## config.mk

```make
export PLATFORM = sky130hd
export DESIGN_NAME = cache_arbiter
export DESIGN_NICKNAME = d
export VERILOG_FILES = /design/src/rtl/cache_arbiter.sv
export SDC_FILE = /design/constraint.sdc
export NUM_CORES = 1
export LEC_CHECK = 0
export ABC_AREA = 1
export ABC_CLOCK_PERIOD_IN_PS = 1800
export CAP_MARGIN = 5
export CORE_AREA = 10 10 530 532
export DETAILED_ROUTE_END_ITERATION = 8
export DIE_AREA = 0 0 540 542
export HOLD_SLACK_MARGIN = 0.05
export PLACE_DENSITY = 0.34
export RECOVER_POWER = 50
export SLEW_MARGIN = 20
export SYNTH_ARGS = -nofsm -noshare
export SYNTH_HDL_FRONTEND = slang
export SYNTH_SLANG_ARGS = --single-unit
```

## constraint.sdc

```tcl
create_clock -name clk -period 1.8 [get_ports clk]
set_input_delay 0.45 -clock clk [delete_from_list [all_inputs] [get_ports clk]]
set_output_delay 0.45 -clock clk [all_outputs]
set_load 0.005 [all_outputs]
```

## src/rtl/cache_arbiter.sv

```systemverilog
// Shares one memory line port between icache and dcache misses, one transaction at a time.
// Grant seen on pmem_* one cycle after request; requesters are held off by withholding resp.
module cache_arbiter #(
    parameter int ADDR_W   = 32,
    parameter int LINE_W   = 256,
    parameter int MAX_WAIT = 4
) (
    input  logic              clk,
    input  logic              rst,
    input  logic              i_read,
    input  logic [ADDR_W-1:0] i_address,
    output logic [LINE_W-1:0] i_rdata,
    output logic              i_resp,
    input  logic              d_read,
    input  logic              d_write,
    input  logic [ADDR_W-1:0] d_address,
    input  logic [LINE_W-1:0] d_wdata,
    output logic [LINE_W-1:0] d_rdata,
    output logic              d_resp,
    output logic              pmem_read,
    output logic              pmem_write,
    output logic [ADDR_W-1:0] pmem_address,
    output logic [LINE_W-1:0] pmem_wdata,
    input  logic [LINE_W-1:0] pmem_rdata,
    input  logic              pmem_resp
);

    typedef enum logic [1:0] {IDLE, SERVE_I, SERVE_D, DONE} state_t;

    localparam logic [3:0] WAIT_MAX = 4'(MAX_WAIT);

    state_t            state;
    state_t            state_nxt;
    logic [3:0]        wait_cnt;
    logic [ADDR_W-1:0] lat_addr;
    logic              lat_write;
    logic [LINE_W-1:0] lat_wdata;
    logic              d_req;
    logic              grant_i;
    logic              grant_d;
    logic              serve_i;
    logic              serve_d;

    assign d_req   = d_read | d_write;
    // icache only loses to the dcache until it has been passed over MAX_WAIT times
    assign grant_i = (state == IDLE) && i_read && (!d_req || (wait_cnt == WAIT_MAX));
    assign grant_d = (state == IDLE) && d_req && !grant_i;

    always_ff @(posedge clk or negedge rst) begin
        if (!rst) begin
            state <= IDLE;
        end else begin
            state <= state_nxt;
        end
    end

    always_comb begin
        state_nxt = state;
        case (state)
            IDLE: begin
                if (grant_i) begin
                    state_nxt = SERVE_I;
                end else if (grant_d) begin
                    state_nxt = SERVE_D;
                end
            end
            SERVE_I, SERVE_D: begin
                if (pmem_resp) begin
                    state_nxt = DONE;
                end
            end
            DONE:    state_nxt = IDLE;
            default: state_nxt = IDLE;
        endcase
    end

    always_ff @(posedge clk or negedge rst) begin
        if (!rst) begin
            lat_addr  <= '0;
            lat_write <= 1'b0;
            lat_wdata <= '0;
            wait_cnt  <= '0;
        end else if (grant_i) begin
            lat_addr  <= i_address;
            lat_write <= 1'b0;
            wait_cnt  <= '0;
        end else if (grant_d) begin
            // read+write together is treated as a write-back
            lat_addr  <= d_address;
            lat_write <= d_write;
            lat_wdata <= d_wdata;
            if (!i_read) begin
                wait_cnt <= '0;
            end else if (wait_cnt != WAIT_MAX) begin
                wait_cnt <= wait_cnt + 4'd1;
            end
        end
    end

    assign serve_i      = (state == SERVE_I);
    assign serve_d      = (state == SERVE_D);
    assign pmem_read    = serve_i | (serve_d & ~lat_write);
    assign pmem_write   = serve_d & lat_write;
    assign pmem_address = (serve_i | serve_d) ? lat_addr : '0;
    assign pmem_wdata   = pmem_write ? lat_wdata : '0;
    assign i_resp       = serve_i & pmem_resp;
    assign d_resp       = serve_d & pmem_resp;
    assign i_rdata      = pmem_rdata;
    assign d_rdata      = pmem_rdata;

endmodule

```

==> results of run 1 <==
-- stage by stage --
stage / instances / worst slack [ns] / total power (uW) / hold WS [ns] / utilization, %
2_1_floorplan: 2539 / -0.005284 / 20140 / 0.1544 / -
3_3_place_gp: 6237 / -0.8159 / 32590 / 0.3789 / 10.07
3_5_place_dp: 6237 / -0.7410 / 32500 / 0.3820 / 10.07
4_1_cts: 6357 / -1.248 / 44070 / 0.2096 / 10.81
5_1_grt: 6467 / -1.143 / 53700 / 0.2818 / 12.16
6_report: 6473 / -1.011 / 49780 / 0.3258 / 12.16
-- layout make-up --
cell class	instances	area share, %
clock buffers	66	4.137
clock inverters	21	0.8571
flip-flops and latches	295	22.48
repair buffers	917	32.69
diodes	7	0.05333
multi-input cells	1262	22.28
well taps	3570	13.60
inverters	335	3.897
-- per-layer routing --
layer	global-route usage, %	vias to the layer above	routed length (um)
met5	0.6330	-	290
met4	4.462	12	8144
met3	6.632	447	23400
met2	13.66	1026	63820
met1	9.863	8157	56850
li1	-	7769	-
-- tightest hold or removal path: stages --
cell and delay, ns:
clkdlybuf4s50_1 0.39, nand3_1 0.07, nand2_1 0.05
-- cell usage in the layout, fill, tap and decap left out, drive strengths merged --
master and count:
o21ai 37, nand3b 32, dfrtp 295, clkdlybuf4s15 4, nand4 1, buf 526, dlymetal6s2s 9, nand3 293
dlygate4sd3 1, clkinvlp 3, bufinv 5, clkbuf 119, clkinv 9, clkdlybuf4s50 324, nor2 260, diode 7
ha 5, inv 339, a21oi 2, a21o 1, nand2 628, xor2 2, or2 1
-- what timing repair did --
item / 4_1_cts / 5_1_grt
resized for setup: 436 / 1012
setup endpoints to repair: 518 / 561
hold buffers: 1 / 0
hold endpoints to repair: 119 / 0
pin swaps: 4 / 28
cloned: 6 / 41
setup buffers: 26 / 90
-- worst min-delay path by stage --
stage	startpoint	endpoint	slack, ns	depth (start not counted)
after floorplan	rst	lat_addr[0]	0.15	0
after global placement	rst	lat_addr[1]	0.38	1
after detailed placement	rst	lat_addr[1]	0.38	1
after CTS	rst	lat_addr[0]	0.21	2
after global routing	d_wdata[36]	lat_wdata[36]	0.28	3
final	d_wdata[36]	lat_wdata[36]	0.33	3
-- registers in the layout (all words and copies together), names as in the netlist --
name	flops
lat_wdata	256
lat_addr	32
wait_cnt	4
state	2
lat_write	1
-- power by group through the flow --
stage	logic (uW)	registers (uW)	clock network [uW]
final	28000	11800	9990
after global routing	30800	12200	10700
after CTS	21800	11700	10500
after detailed placement	20800	11700	0
after global placement	20900	11700	0
after floorplan	9070	11100	0
-- kinds of logic (layout without fill, tap and decap cells) --
kind of cell | after synthesis | in the layout
XOR/XNOR | 2 | 2
adder cells (fa/ha/maj) | 5 | 5
buffers and inverters | 984 | 1339
AND/OR/NAND/NOR | 1213 | 1215
flip-flops | 295 | 295
other | 0 | 7
AO/OA/AOI/OAI | 40 | 40
==> flow_metrics.tcl, run 1 <==
set metrics [dict create \
    floorplan.core_area_mm2 0.2700 \
    fin_ws_ns -1.011 \
    r2r_slack_ns -0.11 \
    drt_wl_total_um 152500 \
    power_leakage_uw 0.01472 \
    violations "negative setup slack" \
    yosys_register_bits 295 \
    timing.final.setup_violations 378 \
    start_kind "flip-flop" \
    crit_path_start "state[0]" \
    drtIter0Drc 814 \
    clock_tree.root_cell "clkbuf_16" \
    floorplan.io_pins 1386 \
    fraction_of_final_layout_cells_sized_beyond_drive_strength_1_pct 33.98 \
    final-hold-violation-count 0 \
    placed_area_mm2 0.02719 \
    power.share.sequential_pct 23.7 \
    grt_antenna_before_repair 29 \
    post-route-period-util_pct 156.2 \
    cp.depth 10 \
    timing.critical_path.max_delay_family "buffers and inverters" \
    post_drt_wl_per_cell_um 23.56 \
    worst-endpoint-required_ns 1.35 \
    cellInternalPower_uw 28150 \
    p_clk_share_pct 20.1 \
    synthMostInstantiatedCell "nand2_1" \
    slew_viol_final 0 \
    area.sequential_mm2 0.007383 \
    globalRouteTotalUtil_pct 9.260 \
    cp_num_buf_inv 7 \
    postSynthNetCount 3126 \
    worst-endpoint-arrival_ns 2.36 \
    fraction_of_synthesis_flops_using_an_asynchronous_set_or_reset_pin_pct 100.0 \
    holdCritPathClass "primary input to flip-flop" \
    largest_net_degree_at_the_start_of_global_routing 59 \
    power.density_cell_area_mw_per_mm2 1516 \
    synthDominantCellAreaShare_pct 39.88 \
    crit_fanout 6 \
    die_height_um 542 \
    fin_area_mm2 0.03285 \
    multiInputGateArea_mm2 0.007320 \
    setup.worst_path.class "flip-flop to output pin" \
    cts_max_level 2 \
    port_buffers 617 \
    setup.worst_path.end_class "output pin" \
    post_synth_mux_area_share_pct 0 \
    post_synth_main_area_contributors "dfrtp_1 40%, buf_4 21%, nand2_1 13%, nand3_1 7.9%, inv_1 6.7%" \
    cell_accounting_for_the_most_synthesized_area "dfrtp_1" \
    first_global_vias 17890 \
    grt_setup_unrepaired "true" \
    syn_inst 2539 \
    initial_utilization_pct 6.855 \
    placementRows 191 \
    combinational_family_with_the_most_area_after_synthesis "buffers and inverters" \
    num-fill-cells 31020 \
    netlist_top_cells_count "621 x nand2_1, 526 x buf_4, 332 x inv_1" \
    critical_path.reg2reg.endpoint "state[0]" \
    max_stage_delay_ns 0.39 \
    dr.pass1.iters 6 \
    synth_xor_area_share_pct 0.09462 \
    dr_total_vias 17410 \
    critical_path.cell_chain "inv_2 > ha_4 > nand2_8 > buf_16 > buf_8 > buf_6 > buf_8 > buf_6 > nor2_4 > buf_2" \
    clkSinkCount 295 \
    post_synth_num_cell_types 23 \
    critical_path.endpoint "pmem_wdata[189]" \
    post_synth_fa_ha_maj_area_fraction_pct 0.3379 \
    synth_area_in_compound_gates_pct 1.095 \
    synth-simple-area-share_pct 27.41 \
    setup_skew_ns 0.03851 \
    die_area_mm2 0.2927 \
    numCtsBuffers 47 \
    power.share.combinational_pct 56.2 \
    worst_setup_hold_path_clk_slew_ns 0.06 \
    drt_drc_violations_left 0 \
    design.final.nets 3445 \
    vdd.ir_drop.worst_mv 0.6510 \
    synth_enable_flop_cells 0 \
    status "finished with violations" \
    wire_length_of_the_first_global_routing_pass_um 183200 \
    area.growth.synth_to_final_pct 77.43 \
    post_synth.cell_area_avg_um2 7.291 \
    rr_worst_depth 13 \
    cpMaxStageDelayCell "dfrtp_1" \
    switching_share_pct 43.45 \
    remaining_antenna_violation_count 0 \
    vias_per_cell 2.690 \
    finalCriticalPeriod_ns 2.811 \
    slew_headroom_pct 29.17 \
    hpwl_um 120400 \
    crit-reg2reg-launch "state[0]" \
    synth-seq-area-share_pct 39.88 \
    switching_power_uw 21630 \
    clockBufferDepth 3 \
    dieWidth_um 540 \
    worst_skew_pair.late_latency_ns 0.68 \
    routabilityCongestion 0.8215 \
    yosys_warnings 0 \
    synthesis.area_mm2 0.01851 \
    postSynth.topFlopCell "dfrtp_1" \
    cts_tree "yes" \
    grt-ovfl-total 0 \
    drv_cap 0 \
    maxClockFrequency_ghz 0.3557 \
    totalNegativeSetupSlack_ns -238.92 \
    worst-slew-pin-transition_ns 1.062 \
]
Note: power is estimated with default switching activity, not from simulation.
==> run 2, diff against run 1 <==
CORE_AREA = 4 4 540 542   (was 10 10 530 532)
DIE_AREA = 0 0 544 546   (was 0 0 540 542)
PLACE_DENSITY = 0.33   (was 0.34)
==> run 2 against run 1 <==
  * The run still ends with negative setup slack left
  * Cell count is 1.5% higher
  * Fmax down 5.8%
  * Die area up 1.5%
  * Clock-buffer cell count shrank 7
  * Register-to-register slack worse by 0.11 ns
  * Final area shrank 10%
  * Largest cell class unchanged
  * Sequential share of layout area is 2.6 points higher
==> flow_metrics.tcl, run 2 (synthesized netlist as in run 1, its figures left out) <==
set metrics [dict create \
    worst-endpoint-arrival_ns 2.53 \
    drv_cap 0 \
    placementRows 197 \
    vdd.ir_drop.worst_mv 0.5205 \
    worst_setup_hold_path_clk_slew_ns 0.06 \
    wire_length_of_the_first_global_routing_pass_um 175900 \
    die_area_mm2 0.2970 \
    whs_path_depth 3 \
    worst-endpoint-required_ns 1.35 \
    grt-ovfl-total 0 \
    final-hold-violation-count 0 \
    numCtsBuffers 45 \
    mostFrequentLayoutCell "nand2_1" \
    crit-reg2reg-launch "state[1]" \
    largest_net_degree_at_the_start_of_global_routing 88 \
    grt_antenna_before_repair 33 \
    clock_tree.root_cell "clkbuf_16" \
    top_regs "lat_wdata (256), lat_addr (32), wait_cnt (4)" \
    cts_max_level 2 \
    first_global_vias 17860 \
    rr_worst_depth 10 \
    routabilityCongestion 0.8320 \
    critical_path.reg2reg.endpoint "lat_wdata[10]" \
    design.final.nets 3337 \
    vias_per_cell 2.532 \
    dr_total_vias 16640 \
    die_height_um 546 \
    status "finished with violations" \
    initial_utilization_pct 6.452 \
    finalCriticalPeriod_ns 2.985 \
    timing.final.setup_violations 536 \
    globalRouteTotalUtil_pct 8.848 \
    worst_skew_pair.late_latency_ns 0.69 \
    grt_setup_unrepaired "true" \
    drt_drc_violations_left 0 \
    violations "negative setup slack" \
    maxClockFrequency_ghz 0.3350 \
    fraction_of_final_layout_cells_sized_beyond_drive_strength_1_pct 15.16 \
    worst-slew-pin-transition_ns 1.066 \
    power.density_cell_area_mw_per_mm2 1431 \
    post_drt_wl_per_cell_um 20.86 \
    dr.pass1.iters 5 \
    fin_ws_ns -1.185 \
    slew_viol_final 0 \
    cts_tree "yes" \
    detailedPlace.worstSlack_ns -0.6227 \
    post-route-period-util_pct 165.8 \
    r2r_slack_ns -0.22 \
    hold_ws_ns 0.3092 \
    remaining_antenna_violation_count 0 \
    largest_register "lat_wdata" \
    holdCritPathClass "primary input to flip-flop" \
    hold_end "lat_wdata[35]" \
    floorplan.core_area_mm2 0.2869 \
    floorplan.io_pins 1386 \
    drt_wl_total_um 137100 \
    hpwl_um 114500 \
    area.growth.synth_to_final_pct 58.80 \
    largest_reg_flops 256 \
    clockBufferDepth 3 \
    mostFrequentLayoutCells "619 x nand2_1, 455 x clkdlybuf4s50_1, 330 x inv_1" \
    crit_fanout 16 \
    setup.worst_path.end_class "output pin" \
    setup_skew_ns 0.04337 \
    power_leakage_uw 0.01349 \
    setup.worst_path.class "flip-flop to output pin" \
    start_kind "flip-flop" \
    slew_headroom_pct 28.93 \
    clkSinkCount 295 \
    min-delay-start "d_wdata[35]" \
    dieWidth_um 544 \
    port_buffers 617 \
    drtIter0Drc 937 \
]
[run 2: cell types whose count changed in the layout (fill, tap and decap cells not counted), sizes merged, moves of 2 or more]
| cell | previous run | this run |
|---|---|---|
| clkinv | 9 | 11 |
| clkdlybuf4s50 | 324 | 455 |
| dlymetal6s2s | 9 | 23 |
| clkbuf | 119 | 80 |
| bufbuf | 0 | 2 |
| dlygate4sd2 | 0 | 26 |
| nand2 | 628 | 626 |
| buf | 526 | 280 |
[run 2: repair_timing]
action | 4_1_cts | 5_1_grt
buffers inserted | 3 | 13
pin swaps | 2 | 0
hold buffers | 1 | 0
gates cloned | 3 | 3
gates resized for setup | 72 | 128
setup endpoints to repair | 580 | 582
endpoints found under the hold margin | 116 | 0
[run 2: worst max-delay path, cell delays in order, from the launching register on]
cell and delay (ns):
dfrtp_1 0.38, inv_2 0.08, ha_4 0.16, nand2_8 0.07
buf_12 0.17, clkbuf_16 0.25, nor2_1 0.11, clkdlybuf4s50_1 0.53
[run 2: layout make-up]
class	count	area, um^2
antenna	6	15.01
clock buffer	59	1301
clock inverter	22	280.3
fill	33390	257500
inverter	335	1267
multi-input combinational	1260	5522
sequential	295	7382
tap	3781	4731
timing repair buffer	813	8900
[run 2: per-stage QoR]
| step | area, um^2 | TNS [ns] | total power, uW | cells | utilization [%] |
|---|---|---|---|---|---|
| CTS | 29120 | -349.40 | 42900 | 6549 | 10.15 |
| floorplan | 18520 | -1.057 | 20140 | 2539 | - |
| global placement | 27350 | -269.42 | 31460 | 6461 | 9.532 |
| detailed placement | 27350 | -258.41 | 31420 | 6461 | 9.532 |
| global route | 29390 | -372.36 | 45580 | 6567 | 10.24 |
| finish | 29400 | -281.90 | 42060 | 6571 | 10.25 |
[run 2: worst max-delay path by stage]
stage | start | to | slack (ns) | cells past startpoint
3_5_place_dp | state[0] | pmem_wdata[67] | -0.62 | 7
5_1_grt | state[0] | pmem_wdata[53] | -1.29 | 7
6_report | state[0] | pmem_wdata[90] | -1.18 | 7
3_3_place_gp | state[0] | pmem_wdata[67] | -0.64 | 7
2_1_floorplan | state[0] | pmem_wdata[100] | -0.005 | 6
4_1_cts | state[0] | pmem_wdata[93] | -1.27 | 7
[run 2: power breakdown]
| part | leakage, uW | switching (uW) | total (uW) | internal [uW] |
|---|---|---|---|---|
| Sequential | 0.00368 | 1920 | 11700 | 9800 |
| Clock | 0.000783 | 3930 | 9860 | 5930 |
| Combinational | 0.00902 | 11400 | 20500 | 9140 |
[run 2: routing by layer]
layer	share of wire [%]	global-route usage, %
met1	36	9.202
met2	40	12.57
met3	16	6.083
met4	7.7	6.236
met5	0.13	0.2597
==> run 3, diff against run 2 <==
PLACE_DENSITY = 0.34   (was 0.33)
==> run 3 against run 2 <==
  * The run still ends with negative setup slack left
  * Sequential power about the same
  * Critical path depth unchanged
  * Power up 1.6%
  * Non-clock buffer count up 12
  * Combinational power up 4%
  * Global-route usage up 0.15 points
  * Fmax up 1.7%
  * Clock-buffer cell count up 2
  * Register-to-register slack worse by 0.05 ns
  * Wire length up 0.96%
  * Sequential cell count unchanged
==> flow_metrics.tcl, run 3 (synthesized netlist as in run 1, its figures left out) <==
set metrics [dict create \
    status "finished with violations" \
    violations "negative setup slack" \
    remaining_antenna_violation_count 0 \
    drt_drc_violations_left 0 \
    rr_worst_depth 11 \
    routabilityCongestion 0.8042 \
    dr.pass1.iters 5 \
    setup.worst_path.class "flip-flop to output pin" \
    whs_path_depth 3 \
    first_global_vias 17910 \
    worst_setup_hold_path_clk_slew_ns 0.06 \
    cpMaxStageDelayCell "clkdlybuf4s50_1" \
    dieWidth_um 544 \
    clock_tree.root_cell "clkbuf_16" \
    design.final.nets 3349 \
    power_leakage_uw 0.01376 \
    floorplan.core_area_mm2 0.2869 \
    crit-reg2reg-launch "state[0]" \
    drv_cap 0 \
    mostFrequentLayoutCells "616 x nand2_1, 418 x clkdlybuf4s50_1, 328 x inv_1" \
    maxClockFrequency_ghz 0.3408 \
    critical_path.cell_chain "inv_2 > ha_4 > nand2_8 > buf_12 > buf_4 > nor2_1 > clkdlybuf4s50_1" \
    placementRows 197 \
    grt_antenna_before_repair 32 \
    area.growth.synth_to_final_pct 60.04 \
    top_signal_layer_used "met5" \
    cts_max_level 2 \
    r2r_slack_ns -0.27 \
    max_stage_delay_ns 0.51 \
    power.density_cell_area_mw_per_mm2 1443 \
    largest_net_degree_at_the_start_of_global_routing 66 \
    slew_headroom_pct 16.55 \
    worst_skew_pair.late_latency_ns 0.69 \
    drtIter0Drc 897 \
    worst-endpoint-required_ns 1.35 \
    hpwl_um 116100 \
    largest_reg_flops 256 \
    finalCriticalPeriod_ns 2.934 \
    port_buffers 617 \
    fin_ws_ns -1.134 \
    p_clk_share_pct 22.8 \
    die_height_um 546 \
    globalRouteTotalUtil_pct 9.000 \
    clockBufferDepth 3 \
    top_regs "lat_wdata (256), lat_addr (32), wait_cnt (4)" \
    vdd.ir_drop.worst_mv 0.5518 \
    met3RoutedLength_um 21780 \
    post_drt_wl_per_cell_um 21.02 \
    worst-slew-pin-transition_ns 1.252 \
    mostFrequentLayoutCell "nand2_1" \
    hold_end "lat_wdata[45]" \
    grt-ovfl-total 0 \
    power.share.combinational_pct 49.8 \
    setup_skew_ns 0.05700 \
    start_kind "flip-flop" \
    crit_fanout 34 \
    holdCritPathClass "primary input to flip-flop" \
    timing.final.setup_violations 629 \
    min-delay-start "d_wdata[45]" \
    die_area_mm2 0.2970 \
    critical_path.reg2reg.endpoint "lat_wdata[97]" \
    numCtsBuffers 45 \
    power.share.sequential_pct 27.4 \
    cts_tree "yes" \
    switching_power_uw 17800 \
    route.layer.met1.wl_um 50740 \
    floorplan.io_pins 1386 \
    worst-endpoint-arrival_ns 2.48 \
    final-hold-violation-count 0 \
    clkSinkCount 295 \
    largest_register "lat_wdata" \
    wire_length_of_the_first_global_routing_pass_um 178500 \
    hold_ws_ns 0.3273 \
    grt_setup_unrepaired "true" \
    drt_wl_total_um 138400 \
    dr_total_vias 16600 \
    slew_viol_final 0 \
    fraction_of_final_layout_cells_sized_beyond_drive_strength_1_pct 17.13 \
    vias_per_cell 2.521 \
    setup.worst_path.end_class "output pin" \
    totalNegativeSetupSlack_ns -309.77 \
    post-route-period-util_pct 163.0 \
    initial_utilization_pct 6.452 \
    switching_share_pct 41.63 \
    dr_wl_met2_um 55920 \
    cellInternalPower_uw 24960 \
]
==> run 3: changes by cell type in the layout (fill, tap and decap cells not counted), moves of 7 or more <==
| cell | change |
|---|---|
| buf_6 | +20 |
| nor2_4 | +22 |
| clkdlybuf4s50_1 | -37 |
| nor2_1 | -18 |
| clkbuf_2 | -7 |
| dlygate4sd2_1 | +12 |
| buf_12 | -11 |
| buf_16 | +7 |
| buf_4 | +12 |
| buf_2 | +17 |
==> run 3: layout make-up <==
| type | instances | area [um^2] |
|---|---|---|
| clock inverter | 21 | 277.8 |
| timing repair buffer | 825 | 8942 |
| multi-input combinational | 1260 | 5698 |
| clock buffer | 61 | 1308 |
| sequential | 295 | 7382 |
| inverter | 335 | 1270 |
| antenna | 8 | 20.02 |
| fill | 33510 | 257300 |
| tap | 3781 | 4731 |
==> run 3: how the worst max path moves through the flow <==
stage	start	to	slack [ns]
after global routing	state[1]	pmem_wdata[158]	-1.28
after detailed placement	state[0]	pmem_wdata[107]	-0.73
after global placement	state[0]	pmem_wdata[107]	-0.76
after CTS	state[0]	pmem_wdata[59]	-1.29
final	state[0]	pmem_wdata[59]	-1.13
after floorplan	state[0]	pmem_wdata[100]	-0.005
==> run 3: metrics by stage <==
step | worst slack, ns | util (%) | power [uW] | area (um^2) | instances
2_1_floorplan | -0.005284 | - | 20140 | 18520 | 2539
3_3_place_gp | -0.7592 | 9.458 | 31330 | 27140 | 6452
3_5_place_dp | -0.7317 | 9.458 | 31340 | 27140 | 6452
4_1_cts | -1.289 | 10.12 | 43120 | 29040 | 6560
5_1_grt | -1.284 | 10.32 | 46390 | 29610 | 6579
6_report | -1.134 | 10.33 | 42750 | 29630 | 6586
==> run 3: per-layer routing <==
metal	vias to the layer above	GRT usage (%)
li1	7542	-
met2	953	12.91
met4	8	5.817
met1	7640	9.642
met5	-	0
met3	460	5.921
==> run 3: power by group through the flow <==
stage / registers, uW / logic, uW / clock network (uW)
after floorplan: 11100 / 9070 / 0
after global placement: 11700 / 19600 / 0
after detailed placement: 11800 / 19600 / 0
after CTS: 11700 / 21100 / 10300
after global routing: 12100 / 23800 / 10500
final: 11700 / 21300 / 9740
==> run 3: critical path, delay by kind of cell (launching register included) <==
kind | cells | cell delay (ns)
fa+ha+maj | 1 | 0.17
simple gates | 2 | 0.18
buf+inv | 4 | 1.00
flops | 1 | 0.38
==> run 3: what timing repair did <==
action | in CTS | in global routing
endpoints found under the hold margin | 211 | 0
pin swaps | 5 | 1
buffers inserted | 18 | 14
gates cloned | 7 | 5
resized for setup | 195 | 151
hold buffers | 1 | 0
endpoints found under the setup margin | 585 | 585
